File: src/rtl/if_fetch.sv
// Instruction fetch FSM (IDLE/REQ/VALID/DROP) between the PC register, instruction memory and decode.
// Latency: 3 cycles minimum per instruction. Waits indefinitely on mem_ack_i; holds the instruction while pipe_stall_i=1.
// Optional IF_MISALIGN_CHK_EN: a misaligned pc goes straight to VALID with a zero instruction and misalign_o=1.
module if_fetch (
  input  logic        clk_i,
  input  logic        rst_i,
  input  logic        start_i,
  input  logic [31:0] pc_i,
  input  logic        pipe_stall_i,
  input  logic        flush_i,
  input  logic        mem_ack_i,
  input  logic [31:0] mem_data_i,
  output logic        mem_req_o,
  output logic [31:0] mem_addr_o,
  output logic [31:0] instr_o,
  output logic [31:0] instr_pc_o,
  output logic        instr_valid_o,
  output logic        stall_o,
  output logic        misalign_o
);

  typedef enum logic [1:0] {IDLE, REQ, VALID, DROP} state_t;

  state_t      state;
  logic [31:0] addr_q;
  logic [31:0] instr_q;
  logic [31:0] ipc_q;
`ifdef IF_MISALIGN_CHK_EN
  logic        misalign_q;
`endif

  always_ff @(posedge clk_i or negedge rst_i) begin
    if (!rst_i) begin
      state   <= IDLE;
      addr_q  <= '0;
      instr_q <= '0;
      ipc_q   <= '0;
`ifdef IF_MISALIGN_CHK_EN
      misalign_q <= 1'b0;
`endif
    end else begin
      case (state)
        IDLE: begin
          if (start_i && !flush_i) begin
            addr_q <= pc_i;
`ifdef IF_MISALIGN_CHK_EN
            if (pc_i[1:0] != 2'b00) begin
              state      <= VALID;
              instr_q    <= '0;
              ipc_q      <= pc_i;
              misalign_q <= 1'b1;
            end else begin
              state <= REQ;
            end
`else
            state <= REQ;
`endif
          end
        end
        REQ: begin
          // A flush without ack must still absorb the outstanding response.
          if (flush_i) begin
            state <= mem_ack_i ? IDLE : DROP;
          end else if (mem_ack_i) begin
            state   <= VALID;
            instr_q <= mem_data_i;
            ipc_q   <= addr_q;
          end
        end
        DROP: begin
          if (mem_ack_i) begin
            state <= IDLE;
          end
        end
        VALID: begin
          if (flush_i || !pipe_stall_i) begin
            state <= IDLE;
`ifdef IF_MISALIGN_CHK_EN
            misalign_q <= 1'b0;
`endif
          end
        end
        default: state <= IDLE;
      endcase
    end
  end

  assign mem_req_o     = (state == REQ) || (state == DROP);
  assign mem_addr_o    = addr_q;
  assign instr_o       = instr_q;
  assign instr_pc_o    = ipc_q;
  assign instr_valid_o = (state == VALID);
  // PC advances once per consumed instruction or once per redirect.
  assign stall_o       = !(flush_i || ((state == VALID) && !pipe_stall_i));
`ifdef IF_MISALIGN_CHK_EN
  assign misalign_o    = misalign_q;
`else
  assign misalign_o    = 1'b0;
`endif

endmodule

File: config.mk
export PLATFORM = sky130hd
export DESIGN_NAME = if_fetch
export DESIGN_NICKNAME = d
export VERILOG_FILES = /design/src/rtl/if_fetch.sv
export SDC_FILE = /design/constraint.sdc
export NUM_CORES = 1
export LEC_CHECK = 0
export CAP_MARGIN = 20
export CORE_UTILIZATION = 40
export DETAILED_ROUTE_END_ITERATION = 10
export GPL_TIMING_DRIVEN = 0
export PLACE_DENSITY = 0.76
export SKIP_CTS_REPAIR_TIMING = 1
export SLEW_MARGIN = 25
export SYNTH_ARGS = -nofsm -noshare
export SYNTH_HDL_FRONTEND = slang
export SYNTH_SLANG_ARGS = --single-unit
File: constraint.sdc
create_clock -name clk_i -period 3.83 [get_ports clk_i]
set_input_delay 0.383 -clock clk_i [delete_from_list [all_inputs] [get_ports clk_i]]
set_output_delay 0.383 -clock clk_i [all_outputs]
set_load 0.05 [all_outputs]
* Word-level counts from Yosys, hierarchy flattened
Index checks and enable logic that the tools add are counted.
** Operators by class
- Bitwise gates (word level) :: 1
- Muxes and demuxes :: 7
- Reductions and logical operators :: 12
- Eq/ne operators :: 7
** Operators by type and width (count)
- two-way mux 2 bit :: 6
- one-hot mux 2 bit (4 select lines) :: 1
- == test 2 bit (second input constant) :: 2
- inequality test 2 bit (second input constant) :: 2
- AND reduction 4 bit :: 1
- zero test 1 bit :: 3
- logical OR 1 bit :: 3
- inequality test 3 bit (second input constant) :: 1
- AND reduction 3 bit :: 1
- == test 2 x 1 -> 1 bit (second input constant) :: 1
- logical AND 1 bit :: 2
- zero test 2 bit :: 1
- inequality test 2 x 1 -> 1 bit (second input constant) :: 1
- AND reduction 2 bit :: 1
- inverter 1 bit :: 1
** Storage, ports and cells
- Logic and storage cells :: 31
- Register bits after elaboration :: 98
- Bits of input ports :: 70
- Output and inout port bits :: 100

* Longest topological paths before layout
Gate-level depths: netlist of run 1.
- Depth after elaboration :: 4
- Mapped depth :: 4
- Mapped depth without buffers :: 2

* Worst setup path before layout of run 1
OpenSTA, ideal clock, no wires.
- Path type :: register to output
- Start :: register state[0]
- End :: output stall_o
- Buffers on the path :: 0
- Slack :: 1757 ps
- Data arrival time :: 1690 ps
- Stages on the path, launching flop included :: 3
- Required time :: 3447 ps
- Path through :: dfrtp_1 > and2b_1 > a21oi_1
** Between the ends
- Word-level cells in the longest chain between the ends :: 4
** Ends and longest elaborated chain
- start: declaration :: line 24 : state_t state;
- start signal: assignment :: line 63 : state <= mem_ack_i ? IDLE : DROP;
- == test 2 bit
- named net instr_valid_o :: line 17 : output logic instr_valid_o,
- logical AND 1 bit :: line 94 : assign stall_o = !(flush_i || ((state == VALID) && !pipe_stall_i));
- logical OR 1 bit :: line 94
- zero test 1 bit :: line 94
- end: declaration :: line 18 : output logic stall_o,
The timed path passes the listed nets, and every way through them passes these cells.

* Worst setup path after layout of run 1
- Start :: register state[0]
- End :: output stall_o
** Between the ends
- Word-level cells in the longest chain between the ends :: 4
** Ends and longest elaborated chain (line)
- == test 2 bit :: 94
- logical AND 1 bit :: 94
- logical OR 1 bit :: 94
- zero test 1 bit :: 94
No other way between the ends.

==> metrics, run 1 <==
Syn Area/Cell=18.27 um^2; Total Nets Final=~470; Sequential Power Share=30.9%; Post-synth EDFFs=0; register area share after synthesis=61.58%; Net Sw Power=2.608 mW; CP peak stage delay=0.83 ns; final core utilization=62.20%; CTS tree=done; largest net degree at the start of global routing=52; Yosys warning total=0; Seq cells post-synth=98; crit start category=flip-flop; GP Congestion=a little over 0.7; critical path capture point type=output port; final slew viol count=0; switch share=46.26%; Initial Util=40.93%; crit path cell chain=and2b_1 > a21oi_1 > clkdlybuf4s50_1; Layout area overhead=51.96%; area leader, netlist=dfrtp_1; ratio of cells with drive above 1 in the final layout=approximately 30%; post-route ant nets=0; Post-DP Area=5859 um^2; antenna diode count=0; clock share of power=10.9%; worst hold-check path type=reg -> reg; Max IR drop VDD=0.0004764 V; DRT Pass-1 Iters=4; CP max stage cell=clkdlybuf4s50_1; full die area=roughly 10000 um^2; Async S/R FF share, synth=100.0%; vias in the first global route=~2600; WS Path Type=reg -> out; post-placement setup slack=1.495 ns; clk buf depth=2; die height=slightly above 100 um; port bufs=168; top_reg_cell synth=dfrtp_1; Int Pwr=approximately 3.0 mW; Die X=101.8 um; first-iteration detailed-routing DRC count=50; TritonCTS sink count=98; cts bufs inserted=9; CTS root buf=clkbuf_8; worst setup margin=between 1 and 1.5 ns; Req. time, crit path=3.45 ns; Mapped Nets=288; later-pin clock latency in the skew report=0.35 ns; Yosys top cell area share=61.58%; Worst Path Arrival=2.08 ns; fin crit share=between 60 and 70%; P_leak=2.581 nW; Commonest cells post-synth=dfrtp_1 (98), mux2_2 (45), mux2_4 (45), mux2_1 (6), buf_12 (5); total power=5.638 mW; DRT Wirelength=8559 um; Post-Layout Inst Area=between 6000 and 7000 um^2; Pwr Density=a little over 900 nW/um^2; H-tree depth=3; final hold violation count=0; Synth cell types=18; final setup vio count=0; top area cells in the synthesized netlist=dfrtp_1 (62%), mux2_4 (17%), mux2_2 (13%), buf_12 (2.5%), mux2_1 (1.7%); count leader, synth=dfrtp_1; RSZ-0062 raised after global routing=no; core area=about 9700 um^2; Buf+Inv Stages, Crit Path=1; maximum clock frequency=0.4067 GHz; final setup TNS=0 ns; logic gate share of total power=between 50% and 60%; Max Cap Violations=0; clk slew on worst S/H paths=0.09 ns; family with the most delay on the worst path=buffers and inverters; Layout Skew=0.01822 ns; Total GRT Usage=16.75%; initial antenna violation count=0; residual DRC count=0; post-synthesis instance total=218; slew margin rel.=64.68%; Site Rows=36; number of I/O pins=170; Tmin final=around 2.5 ns; Worst Path Max Fanout=8; GRT overflow=0; Fill cells=778; status=finished, final reports clean; Post-Syn Area=3983 um^2; via count=2451; Avg WL per Cell=15.94 um; DR vias/cell=4.564; slew of the pin with the lowest slew margin=between 0.5 and 0.6 ns; HPWL Detailed=6224 um; first-pass GRT wire length=13080 um
[cell type report]
class                           count  area [um^2]  area share, %
Clock buffer                       13        158.9          2.626
Tap cell                          133        166.4          2.750
Inverter                            2        7.507         0.1240
Buffer                             12        165.2          2.729
Clock inverter                      3        23.77         0.3928
Sequential cell                    98         2452          40.52
Multi-Input combinational cell    106         1358          22.43
Timing Repair Buffer              170         1720          28.43
[path summary, 6_finish.rpt]
kind | from | to | slack, ns | cells after the start
min reg2reg | instr_o[16]$_DFFE_PN0P_ | instr_o[16]$_DFFE_PN0P_ | 0.49 | 1
max in group asynchronous | rst_i | instr_pc_o[29]$_DFFE_PN0P_ | 2.69 | 3
max reg2reg | state[1]$_DFFE_PN0P_ | mem_addr_o[22]$_DFFE_PN0P_ | 2.12 | 3
min in group asynchronous | rst_i | instr_o[8]$_DFFE_PN0P_ | 0.52 | 2
max | state[0]$_DFFE_PN0P_ | stall_o | 1.37 | 3
min | instr_o[16]$_DFFE_PN0P_ | instr_o[16]$_DFFE_PN0P_ | 0.49 | 1
[metrics by stage]
stage | hold slack [ns] | instances
floorplan | 0.08741 | 218
global placement | 0.4678 | 519
detailed placement | 0.3472 | 520
CTS | -0.05607 | 536
global route | 0.5164 | 537
finish | 0.4903 | 537
[flip-flops by register name, summed over array words and instances (netlist names)]
name	flops
instr_pc_o	32
state	2
instr_o	32
mem_addr_o	32
[power groups by stage]
stage / clock [mW] / sequential [mW] / combinational, mW
finish: 0.613 / 1.74 / 3.28
CTS: 0.638 / 1.75 / 3.31
global placement: 0 / 1.74 / 3.26
detailed placement: 0 / 1.76 / 3.30
floorplan: 0 / 3.31 / 0.603
global route: 0.683 / 1.81 / 3.40
[routing by layer]
layer / vias to the layer above / wire length [um] / track usage [%]
met2: 99 / 4207 / 28.43
met4: 0 / 102 / 5.351
met5: - / 0 / 0
li1: 1125 / - / -
met1: 1218 / 3556 / 20.15
met3: 9 / 692 / 5.452
[cell families (layout without fill, tap and decap cells)]
| group | Yosys count | after routing | share of synthesized area (%) |
|---|---|---|---|
| AO/OA/AOI/OAI | 2 | 2 | 0.3141 |
| buffers and inverters | 14 | 200 | 4.335 |
| flip-flops | 98 | 98 | 61.58 |
| multiplexers | 96 | 96 | 31.39 |
| other | 1 | 1 | 0.09416 |
| AND/OR/NAND/NOR | 7 | 7 | 2.293 |
[placed cells by master, fill, tap and decap left out]
cell type        instances
clkdlybuf4s50_1        167
dfrtp_1                 98
mux2_2                  45
mux2_4                  45
clkbuf_8                11
mux2_1                   6
buf_6                    5
buf_12                   5
inv_1                    2
buf_4                    2
and3b_1                  2
clkbuf_1                 2
clkinvlp_4               2
and2b_1                  1
a21oi_1                  1
buf_2                    1
nor4b_4                  1
nor4bb_4                 1
a21o_1                   1
nor4bb_1                 1
or4_1                    1
conb_1                   1
clkinv_4                 1
dlygate4sd3_1            1
buf_16                   1
(Power assumes the default switching activity.)
==> run 2: changes to the inputs <==
- CORE_UTILIZATION: 40 -> 38
- clock period: 3.83 -> 2.1 ns (I/O delays scaled with it)
==> run 2 against run 1 <==
  * Flip-flop and latch count did not move
  * First-iteration DRC count up 28%
  * Sequential share of layout area down 0.16 points
  * Critical path depth is 1 lower
  * Largest cell class unchanged
  * Wire length up 0.67%
  * Cell count is 0.56% higher
  * Global-route usage decreased by 0.18 points
==> metrics, run 2 (synthesis results as in run 1) <==
fin crit share=95.79%; critical path capture point type=output port (unchanged); via count=2515 (was 2451); Worst Path Arrival=1.80 ns (was 2.08 ns); Worst Path Max Fanout=8 (unchanged); port bufs=168 (unchanged); die height=104.4 um (was 101.8 um); worst hold-check path type=in -> async (was reg -> reg); Post-Layout Inst Area=6076 um^2 (was 6052 um^2); final setup TNS=0 ns (unchanged); initial antenna violation count=0 (unchanged); Max Cap Violations=0 (unchanged); CP peak stage delay=0.79 ns (was 0.83 ns); Fill cells=819 (was 778); DR vias/cell=4.657 (was 4.564); GP Congestion=0.7064 (was 0.7061); vias in the first global route=2736 (was 2590); post-route ant nets=0 (unchanged); final slew viol count=0 (unchanged); final hold violation count=0 (unchanged); worst hold margin=0.2718 ns (was 0.4903 ns); post-placement setup slack=0.03848 ns (was 1.495 ns); GRT overflow=0 (unchanged); residual DRC count=0 (unchanged); H-tree depth=3 (unchanged); DRT Wirelength=8616 um (was 8559 um); Max IR drop VDD=0.0009627 V (was 0.0004764 V); ratio of cells with drive above 1 in the final layout=29.95% (was 29.70%); Post-DP Area=5863 um^2 (was 5859 um^2); antenna diode count=0 (unchanged); HPWL Detailed=6093 um (was 6224 um); maximum clock frequency=0.4971 GHz; Site Rows=37 (was 36); RR Startpoint=state[1]$_DFFE_PN0P_ (unchanged); worst setup margin=0.08843 ns (was 1.371 ns); Pwr Density=1709 nW/um^2 (was 931.6 nW/um^2); Avg WL per Cell=15.96 um (was 15.94 um); Total Nets Final=469 (unchanged); area occupied by multi-input gates=1358 um^2 (unchanged); most frequent cells in the layout=clkdlybuf4s50_1 (165), dfrtp_1 (98), mux2_2 (45), mux2_4 (45), clkbuf_8 (9) (was clkdlybuf4s50_1 (167), dfrtp_1 (98), mux2_2 (45), mux2_4 (45), clkbuf_8 (11)); DRT Pass-1 Iters=3 (was 4); Layout area overhead=52.56% (was 51.96%); Initial Util=38.93% (was 40.93%); crit start category=flip-flop (unchanged); later-pin clock latency in the skew report=0.35 ns (about the same); cts bufs inserted=9 (unchanged); CTS root buf=clkbuf_8 (unchanged); clk buf depth=2 (unchanged); commonest non-fill, non-tap cell in the layout=clkdlybuf4s50_1 (unchanged); Req. time, crit path=1.89 ns (was 3.45 ns); Crit. Startpoint=state[0]$_DFFE_PN0P_ (unchanged); RSZ-0062 raised after global routing=no (unchanged); Tmin final=just over 2 ns; CTS tree=done (unchanged); first-iteration detailed-routing DRC count=64 (was 50); slew of the pin with the lowest slew margin=0.5298 ns (was 0.5282 ns); Total GRT Usage=16.58% (was 16.75%); final setup vio count=0 (unchanged); CP max stage cell=clkdlybuf4s50_1 (unchanged); Die X=104.4 um (was 101.8 um); core area=10230 um^2 (was 9729 um^2); status=finished, final reports clean (unchanged); number of I/O pins=170 (unchanged); crit path cell chain=buf_2 > clkdlybuf4s50_1 (was and2b_1 > a21oi_1 > clkdlybuf4s50_1); full die area=10890 um^2 (was 10360 um^2); clk slew on worst S/H paths=0.10 ns (was 0.09 ns); TritonCTS sink count=98 (unchanged); WS Path Type=reg -> out (unchanged); largest net degree at the start of global routing=76 (was 52); Layout Skew=0.01211 ns (was 0.01822 ns); register area=2452 um^2 (unchanged); P_leak=2.624 nW (was 2.581 nW); first-pass GRT wire length=14270 um (was 13080 um); slew margin rel.=64.57% (was 64.68%)
run 2: final cells by class:
cell class	count	share of cell area (%)
sequential	98	40.36
timing repair buffer	170	28.40
multi-input combinational	106	22.34
tap	136	2.801
buffer	12	2.718
clock buffer	10	2.100
clock inverter	6	1.153
inverter	2	0.1236
run 2: critical path: cells and delay by family (launching register included):
family                 cells  cell delay [ns]
DFF                        1             0.51
buffers and inverters      2             0.95
run 2: routing by layer:
layer | part of all wire [%] | up-vias | track usage, %
li1 | - | 1126 | -
met1 | 43 | 1278 | 21.73
met2 | 49 | 101 | 26.58
met3 | 7.6 | 10 | 4.637
met4 | 1.0 | 0 | 5.204
met5 | 0 | - | 0
run 2: power breakdown:
group | switching [mW] | total, mW | internal [mW] | leakage [nW]
sequential | 0.492 | 3.19 | 2.69 | 1.17
clock | 0.663 | 1.23 | 0.567 | 0.102
combinational | 3.64 | 5.97 | 2.33 | 1.35
run 2: per-stage QoR:
step                      power (mW)  cells  utilization [%]
after global routing           10.82    540            59.39
after CTS                      10.50    539            59.24
final                          10.39    540            59.39
after floorplan                7.130    218                -
after detailed placement       9.217    523            57.31
after global placement         9.120    522            57.03
run 2: final timing paths:
path / endpoint / cells after the start / slack [ns]
worst max-delay path: mem_req_o / 2 / 0.09
max in group asynchronous: mem_addr_o[20]$_DFFE_PN0P_ / 3 / 1.18
min in group clk_i: instr_o[0]$_DFFE_PN0P_ / 2 / 0.46
worst max register to register: mem_addr_o[20]$_DFFE_PN0P_ / 3 / 0.37
worst min register to register: instr_pc_o[20]$_DFFE_PN0P_ / 1 / 0.50
worst min-delay path: instr_o[15]$_DFFE_PN0P_ / 2 / 0.27
==> edit 1 (settings of run 1) <==
Encoding of `state_t`: now one-hot (4 bits for 4 states).
--- a/src/rtl/if_fetch.sv
+++ b/src/rtl/if_fetch.sv
@@ -19,7 +19,7 @@
   output logic        misalign_o
 );
 
-  typedef enum logic [1:0] {IDLE, REQ, VALID, DROP} state_t;
+  typedef enum logic [3:0] {IDLE = 4'b0001, REQ = 4'b0010, VALID = 4'b0100, DROP = 4'b1000} state_t;
 
   state_t      state;
   logic [31:0] addr_q;
Behaviour: same outputs for any inputs over 4 cycles, from zero or initial values and one cycle with rst_i low; so few cycles prove little.
==> edit 1 against run 1 <==
Routed wire length rose by 4.6%. Non-clock buffer count did not move. Via count rose by 5.8%. Global-route usage rose by 1.2 points. Clock skew fell by 0.010 ns. Cell count rose by 2.8%. Hold slack improved by 0.020 ns. Power rose by 9.3%. Fmax fell by 4.0%. Worst setup slack got worse by 0.10 ns. Die area rose by 4.5%. Sequential cell count rose by 2. Final area rose by 2.6%. Area after synthesis rose by 4.6%. Largest cell class unchanged.
==> edit 1: results (changes against run 1) <==
Route
  – Wire length on met2: 4.281 mm (+1.8%)
  – Wire length on met1: 3.821 mm (+7.5%)
  – Detailed router's first-iteration violation count: 77 (+54%)
  – Met3 routed wirelength: 769 um (+11%)
  – Drt wl/cell: 16.22 um (+1.8%)

Yosys
  – Cell types occupying the most area after synthesis: dfrtp_1 (59%), mux2_4 (22%), mux2_2 (9.5%)
  – Post-synth top cells: dfrtp_1 (99), mux2_4 (60), mux2_2 (35)
  – Sequential-to-total area share from yosys stat: 60.09% (-1.5 points)
  – Yosys cell types: 31 (+13)

Placement
  – Placed Cells: 537 (+3.3%)
  – Worst setup timing slack at the placement stage: 1.470 ns (-0.02528 ns)
  – Dpl hpwl: 6.402 mm (+2.9%)
  – Weighted congestion at the end of routability-driven global placement: 0.7509 (+6.3%)
  – Area of placed instances: 6043 um2 (+3.1%)

Power
  – Maximum ir drop on the vdd rail: 572.0 uV (+20%)
  – Leakage power: 2.879 nW (+12%)

Final layout
  – Layout multi-input combinational cell count: 122 (+15%)
  – Number of clock buffers in the layout: 11 (-2)
  – Non-Clock Inverter Count: 1 (-1)
  – Proportion of cell area occupied by multi-input gates: 24.76% (+2.3 points)
  – Nets@finish: 486 (+3.6%)
  – Share of layout cells above drive strength 1: 31.26% (+1.6 points)
  – Clock network share of area: 2.519% (-0.50 points)
  – Register area: 2504 um2 (+2.1%)
  – Area growth syn-to-layout: 49.04%

Min path
  – Hold Startpoint: instr_pc_o[31]
  – Hold Path Sink: instr_pc_o[31]

Timing
  – Final hold slack: 0.5107 ns (+0.02045 ns)
  – Tightest Pin Transition: 0.5392 ns (+0.01099 ns)

GRT
  – Met2 Resource Use GR: 28.24% (-0.19 points)
  – Met1 layer usage reported by global route: 22.37% (+2.2 points)
  – Number of global-route vias before repair: 2838 (+9.6%)
  – Aggregate global-route resource usage: 17.96% (+1.2 points)
  – Global-route track usage on met3: 8.271% (+2.8 points)

Outcome
  – Outcome: finished clean

Setup path
  – Endpoint of the worst-slack reg-to-reg timing path: mem_addr_o[23]
  – Worst reg2reg setup slack: 2.08 ns (-0.04 ns)

Clocking
  – Later-pin clock latency in the skew report: 0.37 ns (+0.02 ns)
-- edit 1: report_power, final --
| part | switching [mW] | internal, mW | total (mW) |
|---|---|---|---|
| sequential | 0.329 | 1.56 | 1.89 |
| combinational | 2.23 | 1.46 | 3.69 |
| clock | 0.339 | 0.244 | 0.583 |
-- edit 1: worst max-delay path, delay by kind of cell, from the launching register on --
| kind | cells | cell delay, ns |
|---|---|---|
| AO/OA/AOI/OAI | 1 | 0.15 |
| buffers and inverters | 1 | 0.82 |
| flip-flops | 1 | 0.62 |
| AND/OR/NAND/NOR | 2 | 0.21 |
-- edit 1: logic make-up (layout without fill, tap and decap cells) --
| group | after synthesis | after routing | synth area share (%) |
|---|---|---|---|
| AOI/OAI and AO/OA | 7 | 7 | 1.411 |
| muxes | 96 | 96 | 31.35 |
| other | 1 | 1 | 0.09000 |
| and+or+nand+nor | 17 | 17 | 3.844 |
| DFF | 100 | 100 | 60.09 |
| xor gates and xnor gates | 1 | 1 | 0.2102 |
| buffers and inverters | 13 | 197 | 3.003 |
==> edit 2 (config.mk and constraints of run 1) <==
Without the edit above. Build with the macro `IF_MISALIGN_CHK_EN` defined.
--- a/src/rtl/if_fetch.sv
+++ b/src/rtl/if_fetch.sv
@@ -1,6 +1,8 @@
 // Instruction fetch FSM (IDLE/REQ/VALID/DROP) between the PC register, instruction memory and decode.
 // Latency: 3 cycles minimum per instruction. Waits indefinitely on mem_ack_i; holds the instruction while pipe_stall_i=1.
 // Optional IF_MISALIGN_CHK_EN: a misaligned pc goes straight to VALID with a zero instruction and misalign_o=1.
+`define IF_MISALIGN_CHK_EN
+
 module if_fetch (
   input  logic        clk_i,
   input  logic        rst_i,
Behaviour: not the same (Yosys sat finds a counterexample within 4 cycles, from zero or initial values and one cycle with rst_i low).
==> edit 2 against run 1 <==
Count of clock-buffer cells in the layout decreased by 2. Sequential cell count increased by 1. Worst setup slack improved by 0.074 ns. Area after synthesis increased by 3.1%. Global-route usage increased by 3.3 points. Routed wire length increased by 20%. Final area increased by 2.2%. Via count increased by 29%. Non-clock buffer count increased by 12. Highest routed layer unchanged.
Power is not compared: it rests on default switching activity, and its combinational part moved more than twofold at a synthesized area within 25%.
==> edit 2: results (changes against run 1) <==
Outcome
  – Outcome: finished clean

Final layout
  – Nets@finish: 563 (+20%)
  – Share of layout cells above drive strength 1: 14.31% (-15 points)

Route
  – Number of vias per cell after detailed routing: 5.008 (+9.7%)
  – WL final: 10.25 mm (+20%)
  – Drt wl/cell: 16.29 um (+2.2%)
  – Detailed router's first-iteration violation count: 68 (+36%)

Placement
  – Weighted congestion at the end of routability-driven global placement: 0.7921 (+12%)
  – Dpl hpwl: 7.284 mm (+17%)
  – Placed Cells: 614 (+18%)
  – Count of input and output buffers: 169 (+0.60%)
  – Area of placed instances: 5993 um2 (+2.3%)

GRT
  – Maximum number of pins on one net before global-route repair: 55 (+5.8%)
  – Aggregate global-route resource usage: 20.01% (+3.3 points)
  – Wire length of the first global-routing pass: 16.13 mm (+23%)
  – Number of global-route vias before repair: 3188 (+23%)

Yosys
  – Mean area per synthesized cell: 13.20 um2 (-28%)
  – Post-synth top cells: dfrtp_1 (99), a21oi_1 (33), a22o_1 (32), inv_1 (32), o22ai_2 (28)
  – Primary flip-flop cell chosen by synthesis mapping: dfrtp_1
  – Sequential-to-total area share from yosys stat: 60.33% (-1.2 points)
  – Yosys cell types: 28 (+10)
  – Cell types occupying the most area after synthesis: dfrtp_1 (60%), o22ai_2 (8.5%), mux2_1 (6.9%)
  – Synthesized netlist net count: 381 (+32%)

Setup path
  – Arrival time reported for the critical path endpoint: 2.00 ns (-0.08 ns)

Min path
  – Hold Crit Class: input pin to async pin

Clocking
  – Maximum number of buffers from clock root to sink: 2 (unchanged)
  – Later-pin clock latency in the skew report: 0.36 ns
  – CTS Root Buffer Type: clkbuf_8

Timing
  – Tightest Pin Transition: 0.5426 ns (+0.01443 ns)
  – Clk_skew: 0.005801 ns (-0.01242 ns)
## edit 2: where the power goes
part,internal [mW],switching (mW),leakage (nW)
combinational,0.563,1.03,1.42
sequential,1.25,0.149,1.20
clock,0.311,0.341,0.0950
## edit 2: worst max-delay path, cell delays in order (launching register included)
cell             delay (ns)
dfrtp_1                0.47
nor2b_1                0.19
a21oi_1                0.16
clkdlybuf4s50_1        0.83
## edit 2: area by class of cell
cell class                 count  area [um2]
buffer                        23       153.9
tap                          133       166.4
multi-input combinational    157        1355
sequential                    99        2477
fill                         795        3680
inverter                      32       120.1
clock buffer                  11       141.4
timing repair buffer         171        1730
clock inverter                 3       40.04
## edit 2: path summary, 6_finish.rpt
check,endpoint,depth (start not counted),start,slack [ns]
setup / recovery,stall_o,3,state[1],1.45
hold / removal,mem_addr_o[18],2,rst_i,0.51
setup reg to reg,mem_addr_o[22],5,state[0],2.08
hold reg to reg,instr_o[28],1,instr_o[28],0.51
max in group asynchronous,instr_o[27],3,rst_i,2.70
min in group clk_i,instr_o[28],1,instr_o[28],0.51
## edit 2: per-stage QoR
stage / setup WS, ns / hold slack, ns
global placement: -1.238 / 0.4897
CTS: 1.432 / -0.06103
finish: 1.445 / 0.5080
detailed placement: 1.482 / 0.3426
floorplan: 1.681 / 0.08741
global route: 1.364 / 0.5312
## edit 2: metal layers
| metal | GRT usage, % | up-vias | share of wire (%) | wire length, um |
|---|---|---|---|---|
| met2 | 32.62 | 102 | 48 | 4928 |
| met3 | 3.763 | 13 | 4.7 | 486 |
| met1 | 26.55 | 1568 | 46 | 4666 |
| li1 | - | 1467 | - | - |
| met4 | 7.909 | 0 | 1.6 | 165 |
| met5 | 0 | - | 0 | 0 |
## edit 2: cells by family after synthesis
kind of cell | Yosys count | synth area share [%]
compound gates | 104 | 21.12
buf+inv | 55 | 6.673
flops | 99 | 60.33
mux | 32 | 8.775
simple gates | 21 | 3.108
